==> src/rtl/chk_seq_pkg.sv <==
// Shared lane state type and default parameter values for the lane sequence checker.
package chk_seq_pkg;

    typedef enum logic {
        HUNT   = 1'b0,
        LOCKED = 1'b1
    } lane_state_t;

    localparam int DEF_LANES      = 2;
    localparam int DEF_WORD_W     = 12;
    localparam int DEF_WORDS      = 2;
    localparam int DEF_STEP       = 16;
    localparam int DEF_LOCK_CNT   = 4;
    localparam int DEF_UNLOCK_ERR = 3;
    localparam int DEF_ERRCNT_W   = 8;

endpackage

==> src/rtl/chk_seq_lane.sv <==
// One checked lane: predicts the next beat from the previous word 0, tracks lock
// with a HUNT/LOCKED machine and counts mismatches seen while locked.
module chk_seq_lane
    import chk_seq_pkg::*;
#(
    parameter int WORD_W     = DEF_WORD_W,
    parameter int WORDS      = DEF_WORDS,
    parameter int STEP       = DEF_STEP,
    parameter int LOCK_CNT   = DEF_LOCK_CNT,
    parameter int UNLOCK_ERR = DEF_UNLOCK_ERR,
    parameter int ERRCNT_W   = DEF_ERRCNT_W
) (
    input  logic                    clk,
    input  logic                    reset_n,
    input  logic [WORDS*WORD_W-1:0] i_data,
    input  logic                    i_valid,
    input  logic                    i_sync,
    input  logic                    i_clr_cnt,
    output logic                    o_correct,
    output logic                    o_locked,
    output logic [ERRCNT_W-1:0]     o_err_cnt,
    output logic                    o_err_sticky
);

    localparam int RUN_W = $clog2(LOCK_CNT + 1);
    localparam int BAD_W = $clog2(UNLOCK_ERR + 1);

    lane_state_t         r_state;
    lane_state_t         w_state_nxt;
    logic [WORD_W-1:0]   r_base;
    logic                r_have_base;
    logic                w_have_base_nxt;
    logic [RUN_W-1:0]    r_run_cnt;
    logic [RUN_W-1:0]    w_run_nxt;
    logic [BAD_W-1:0]    r_bad_run;
    logic [BAD_W-1:0]    w_bad_nxt;
    logic                r_correct;
    logic [ERRCNT_W-1:0] r_err_cnt;
    logic                r_sticky;
    logic                w_match;
    logic                w_good;
    logic                w_err_evt;

    // Word k of a beat must equal base + STEP + k, wrapping modulo 2^WORD_W.
    always_comb begin : match_words
        w_match = 1'b1;
        for (int k = 0; k < WORDS; k++) begin
            if (i_data[k*WORD_W +: WORD_W] != r_base + WORD_W'(STEP + k)) begin
                w_match = 1'b0;
            end
        end
    end

    assign w_good = i_sync || !r_have_base || w_match;

    // NOTE: reset is sampled on the clock edge only, so it never appears in the sensitivity list.
    always_ff @(posedge clk) begin : state_reg
        if (!reset_n) begin
            r_state <= HUNT;
        end else begin
            r_state <= w_state_nxt;
        end
    end

    // NOTE: every signal driven here gets a default first, so no path can infer a latch.
    always_comb begin : next_state
        w_state_nxt     = r_state;
        w_run_nxt       = r_run_cnt;
        w_bad_nxt       = r_bad_run;
        w_have_base_nxt = r_have_base;
        w_err_evt       = 1'b0;
        if (i_valid) begin
            w_have_base_nxt = 1'b1;
            case (r_state)
                HUNT: begin
                    // The run is judged complete on the beat that follows the last counted one.
                    if (r_run_cnt == RUN_W'(LOCK_CNT)) begin
                        w_state_nxt = LOCKED;
                        w_run_nxt   = '0;
                    end else if (w_good) begin
                        w_run_nxt = r_run_cnt + 1'b1;
                    end else begin
                        w_run_nxt = '0;
                    end
                end
                LOCKED: begin
                    if (w_good) begin
                        w_bad_nxt = '0;
                    end else begin
                        w_err_evt = 1'b1;
                        if (r_bad_run == BAD_W'(UNLOCK_ERR - 1)) begin
                            w_state_nxt     = HUNT;
                            w_bad_nxt       = '0;
                            w_have_base_nxt = 1'b0;
                        end else begin
                            w_bad_nxt = r_bad_run + 1'b1;
                        end
                    end
                end
                default: begin
                    w_state_nxt = HUNT;
                end
            endcase
        end
    end

    always_comb begin : state_out
        o_locked = (r_state == LOCKED);
    end

    // NOTE: sequential state is written with non-blocking assignments only.
    always_ff @(posedge clk) begin : lane_regs
        if (!reset_n) begin
            r_base      <= '0;
            r_have_base <= 1'b0;
            r_run_cnt   <= '0;
            r_bad_run   <= '0;
            r_correct   <= 1'b1;
            r_err_cnt   <= '0;
            r_sticky    <= 1'b0;
        end else begin
            if (i_valid) begin
                r_base <= i_data[WORD_W-1:0];
            end
            r_have_base <= w_have_base_nxt;
            r_run_cnt   <= w_run_nxt;
            r_bad_run   <= w_bad_nxt;
            r_correct   <= !i_valid || w_good;
            // A clear in the same cycle as an error wins, so that error is dropped.
            if (i_clr_cnt) begin
                r_err_cnt <= '0;
                r_sticky  <= 1'b0;
            end else if (w_err_evt) begin
                if (r_err_cnt != '1) begin
                    r_err_cnt <= r_err_cnt + 1'b1;
                end
                r_sticky <= 1'b1;
            end
        end
    end

    assign o_correct    = r_correct;
    assign o_err_cnt    = r_err_cnt;
    assign o_err_sticky = r_sticky;

endmodule

==> src/rtl/chk_seq_lanes.sv <==
// Multi-lane incrementing-pattern checker: LANES independent lane checkers sharing
// one counter clear, with their sticky error flags merged into one output.
module chk_seq_lanes
    import chk_seq_pkg::*;
#(
    parameter int LANES      = DEF_LANES,
    parameter int WORD_W     = DEF_WORD_W,
    parameter int WORDS      = DEF_WORDS,
    parameter int STEP       = DEF_STEP,
    parameter int LOCK_CNT   = DEF_LOCK_CNT,
    parameter int UNLOCK_ERR = DEF_UNLOCK_ERR,
    parameter int ERRCNT_W   = DEF_ERRCNT_W
) (
    input  logic                          clk,
    input  logic                          reset_n,
    input  logic [LANES*WORDS*WORD_W-1:0] in_data,
    input  logic [LANES-1:0]              in_valid,
    input  logic [LANES-1:0]              in_sync,
    input  logic                          clr_cnt,
    output logic [LANES-1:0]              correct,
    output logic [LANES-1:0]              locked,
    output logic [LANES*ERRCNT_W-1:0]     err_cnt,
    output logic                          err_sticky
);

    localparam int LANE_W = WORDS * WORD_W;

    logic [LANES-1:0] w_sticky;

    for (genvar l = 0; l < LANES; l++) begin : g_lane
        chk_seq_lane #(
            .WORD_W     (WORD_W),
            .WORDS      (WORDS),
            .STEP       (STEP),
            .LOCK_CNT   (LOCK_CNT),
            .UNLOCK_ERR (UNLOCK_ERR),
            .ERRCNT_W   (ERRCNT_W)
        ) u_lane (
            .clk          (clk),
            .reset_n      (reset_n),
            .i_data       (in_data[l*LANE_W +: LANE_W]),
            .i_valid      (in_valid[l]),
            .i_sync       (in_sync[l]),
            .i_clr_cnt    (clr_cnt),
            .o_correct    (correct[l]),
            .o_locked     (locked[l]),
            .o_err_cnt    (err_cnt[l*ERRCNT_W +: ERRCNT_W]),
            .o_err_sticky (w_sticky[l])
        );
    end

    assign err_sticky = |w_sticky;

endmodule

==> config.mk <==
export PLATFORM = sky130hd
export DESIGN_NAME = chk_seq_lanes
export DESIGN_NICKNAME = d
export VERILOG_FILES = /design/src/rtl/chk_seq_pkg.sv /design/src/rtl/chk_seq_lane.sv /design/src/rtl/chk_seq_lanes.sv
export SDC_FILE = /design/constraint.sdc
export NUM_CORES = 1
export LEC_CHECK = 0
export CAP_MARGIN = 20
export CORE_MARGIN = 2
export CORE_UTILIZATION = 56
export DETAILED_ROUTE_END_ITERATION = 7
export PLACE_DENSITY_LB_ADDON = 0.15
export SYNTH_ARGS = -nofsm -noshare
export SYNTH_HDL_FRONTEND = slang
export SYNTH_SLANG_ARGS = --single-unit
export TNS_END_PERCENT = 20
==> constraint.sdc <==
create_clock -name clk -period 8.1 [get_ports clk]
set_input_delay 0.81 -clock clk [delete_from_list [all_inputs] [get_ports clk]]
set_output_delay 0.81 -clock clk [all_outputs]
set_load 0.03 [all_outputs]
==> results.json <==
{
  "reg2reg_to": "g_lane[0].u_lane.o_locked",
  "synth-adder-area-share_pct": 3.949,
  "synth_compound_area_share_pct": 15.99,
  "hpwlAfterDp_mm": 6.523,
  "power_density_nw_per_um2": 141.4,
  "die_x_um": 86.40,
  "dr.pass1.iters": 4,
  "placedCellCount": 579,
  "grt_overflow_total": 0,
  "async_flop_share_pct": 0,
  "path_clk_slew_ns": 0.07,
  "synth_top_area_share_pct": 30.54,
  "gp_congestion": 0.8369,
  "critPathArrivalTime_ns": 3.87,
  "grt_first_pass_wirelength_mm": 15.15,
  "vdd_drop_max_v": 0.00008610,
  "synth.most_common_cell": "dfxtp_1",
  "yosys.area.top_type": "dfxtp_1",
  "drt_iter0_markers": 136,
  "post_cts_buffers": 0,
  "cts_buffer_depth": 2,
  "ff2ff_setup_slack_ns": 4.83,
  "path_max_fanout": 19,
  "dpl-instance-area_um2": 4514,
  "rsz0062_at_grt": "false",
  "finalCriticalPeriod_ns": 3.641,
  "yosysSeqAreaShare_pct": 30.54,
  "drv_slew": 0,
  "die-area_um2": 7465,
  "finClkSkew_ns": 0.01542,
  "gr-usage-all-layers_pct": 24.79,
  "cts_buffers": 9,
  "via_per_inst": 5.982,
  "clockRootBuffer": "clkbuf_8",
  "slew_headroom_pct": 35.09,
  "synth_xor_area_share_pct": 11.98,
  "drtAntennaViolNets": 0,
  "critPathLaunchType": "input port",
  "grt_pass1_vias": 3450,
  "fin_crit_sh_pct": 44.96,
  "synth.avg_cell_area_um2": 8.412,
  "antenna_found_initial": 0,
  "yosys.area_share.simple_pct": 25.37,
  "design_area_um2": 4686,
  "area_growth_pct": 23.23,
  "clkSinkCount": 58,
  "synth-edff-count": 0,
  "io_buffers": 75,
  "syn-cell-area_um2": 3802,
  "htree_levels": 3,
  "layout.nets": 577,
  "coreArea_um2": 6681,
  "wire_per_inst_um": 14.69,
  "finalSetupTns_ns": 0,
  "required_ns": 8.33,
  "reg2reg_from": "g_lane[0].u_lane.r_base[4]",
  "yosysWarnings": 0,
  "synth.distinct_cells": 61,
  "clkLatencyLatePin_ns": 0.34,
  "synthTopCellsByCount": "dfxtp_1 (58), nor2_1 (46), xnor2_1 (36)",
  "cts_tree": "yes",
  "floorplan.initialDensity_pct": 56.91,
  "post-route-util_pct": 70.13,
  "hold_violations": 0,
  "ys.flop_type": "dfxtp_1",
  "timing.hold.ws_ns": 0.4541,
  "cap_violations": 0,
  "endpoint": "g_lane[1].u_lane.o_err_cnt[7]",
  "reg2reg_depth": 9,
  "cts.repair.resized": 0,
  "status": "complete, no violations",
  "synthMuxAreaShare_pct": 7.141,
  "syn_nets": 519,
  "io_pins": 76,
  "synth_area_leaders": "dfxtp_1 (31%), xnor2_1 (8.3%), mux2i_1 (6.8%), nor2_1 (4.5%), ha_1 (3.9%)",
  "clock.fmax_ghz": 0.2746,
  "wl_mm": 8.741,
  "p_leak_nw": 1.719,
  "drc": 0,
  "hp-class": "register to register",
  "fin_cells": 595,
  "vias": 3559,
  "tightest_slew_ns": 0.9676,
  "antenna_cells": 0,
  "hold_buffers": 0,
  "worstSetupStartpoint": "in_valid[1]",
  "synth_seq_cells": 58,
  "chipHeight_um": 86.40,
  "synth_top_family_by_area": "simple AND/OR/NAND/NOR gates",
  "setup_viol": 0,
  "std_cell_rows": 30,
  "worst-setup-path-type": "input port to register",
  "synthesis.instances": 452,
  "drive_gt1_share_pct": 4.466,
  "grt_start_max_net_pins": 35,
  "worstSetupEndpointType": "register"
}
cell usage in the layout, fill, tap and decap left out, types with 9 or more instances in the layout:
cell             synthesis  routed
xnor2_1                 36      36
clkbuf_8                 0      10
a21oi_1                 17      17
inv_1                   11      11
mux2i_1                 26      26
nand2b_1                 9       9
ha_1                    12      12
nand2_1                 32      32
a31oi_1                 10      10
nand3_1                 19      19
nor2_1                  46      46
nand4_1                 12      12
dfxtp_1                 58      58
o21ai_0                 10      10
xor2_1                  16      16
clkdlybuf4s50_1          0      75
worst min-delay path by stage:
stage / end / cells after the start / from
2_1_floorplan: g_lane[1].u_lane.o_err_sticky / 2 / g_lane[1].u_lane.o_err_sticky
3_3_place_gp: g_lane[0].u_lane.o_err_sticky / 1 / g_lane[0].u_lane.o_err_sticky
3_5_place_dp: g_lane[1].u_lane.o_err_sticky / 2 / g_lane[1].u_lane.o_err_sticky
4_1_cts: g_lane[1].u_lane.o_err_sticky / 2 / g_lane[1].u_lane.o_err_sticky
5_1_grt: g_lane[1].u_lane.o_err_sticky / 2 / g_lane[1].u_lane.o_err_sticky
6_report: g_lane[1].u_lane.o_err_sticky / 2 / g_lane[1].u_lane.o_err_sticky
metrics by stage:
stage          setup WS [ns]  power [mW]
6_report               4.459      0.6627
4_1_cts                4.499      0.6668
3_3_place_gp           4.322      0.4269
2_1_floorplan          5.130      0.3858
3_5_place_dp           4.151      0.4312
5_1_grt                4.171      0.6935
area by class of cell:
cell class | instances | area, um2
Inverter | 12 | 45.04
Clock inverter | 5 | 30.03
Sequential cell | 58 | 1161
Tap cell | 80 | 100.1
Timing Repair Buffer | 76 | 758.2
Multi-Input combinational cell | 353 | 2450
Clock buffer | 11 | 141.4
Fill cell | 581 | 1996
critical path, cell delays in order:
cell	delay [ns]
clkdlybuf4s50_1	1.10
nand2_1	0.26
nor3b_1	0.59
nand4_1	0.16
nor3b_1	0.55
a31oi_1	0.17
a41o_1	0.22
power breakdown:
part,internal (mW),switching [mW],total (mW)
clock,0.118,0.119,0.237
combinational,0.0611,0.0523,0.113
sequential,0.295,0.0174,0.312
routing by layer:
layer	routed length [um]	GRT usage, %
met3	456	4.476
met5	0	0
met1	3791	30.84
met4	210	10.37
met2	4282	42.10
cell families after synthesis:
| logic type | Yosys count |
|---|---|
| flops | 58 |
| buf+inv | 41 |
| fa+ha+maj | 12 |
| simple gates | 181 |
| xor+xnor | 52 |
| compound gates | 81 |
| mux | 27 |
sequential cells by signal, summed over array words and instances, names as in the netlist:
| register | count |
|---|---|
| g_lane.u_lane.o_correct | 2 |
| g_lane.u_lane.o_err_cnt | 16 |
| g_lane.u_lane.o_err_sticky | 2 |
| g_lane.u_lane.o_locked | 2 |
| g_lane.u_lane.r_bad_run | 4 |
| g_lane.u_lane.r_base | 24 |
| g_lane.u_lane.r_have_base | 2 |
| g_lane.u_lane.r_run_cnt | 6 |
Power figures use the tool's default switching activity.
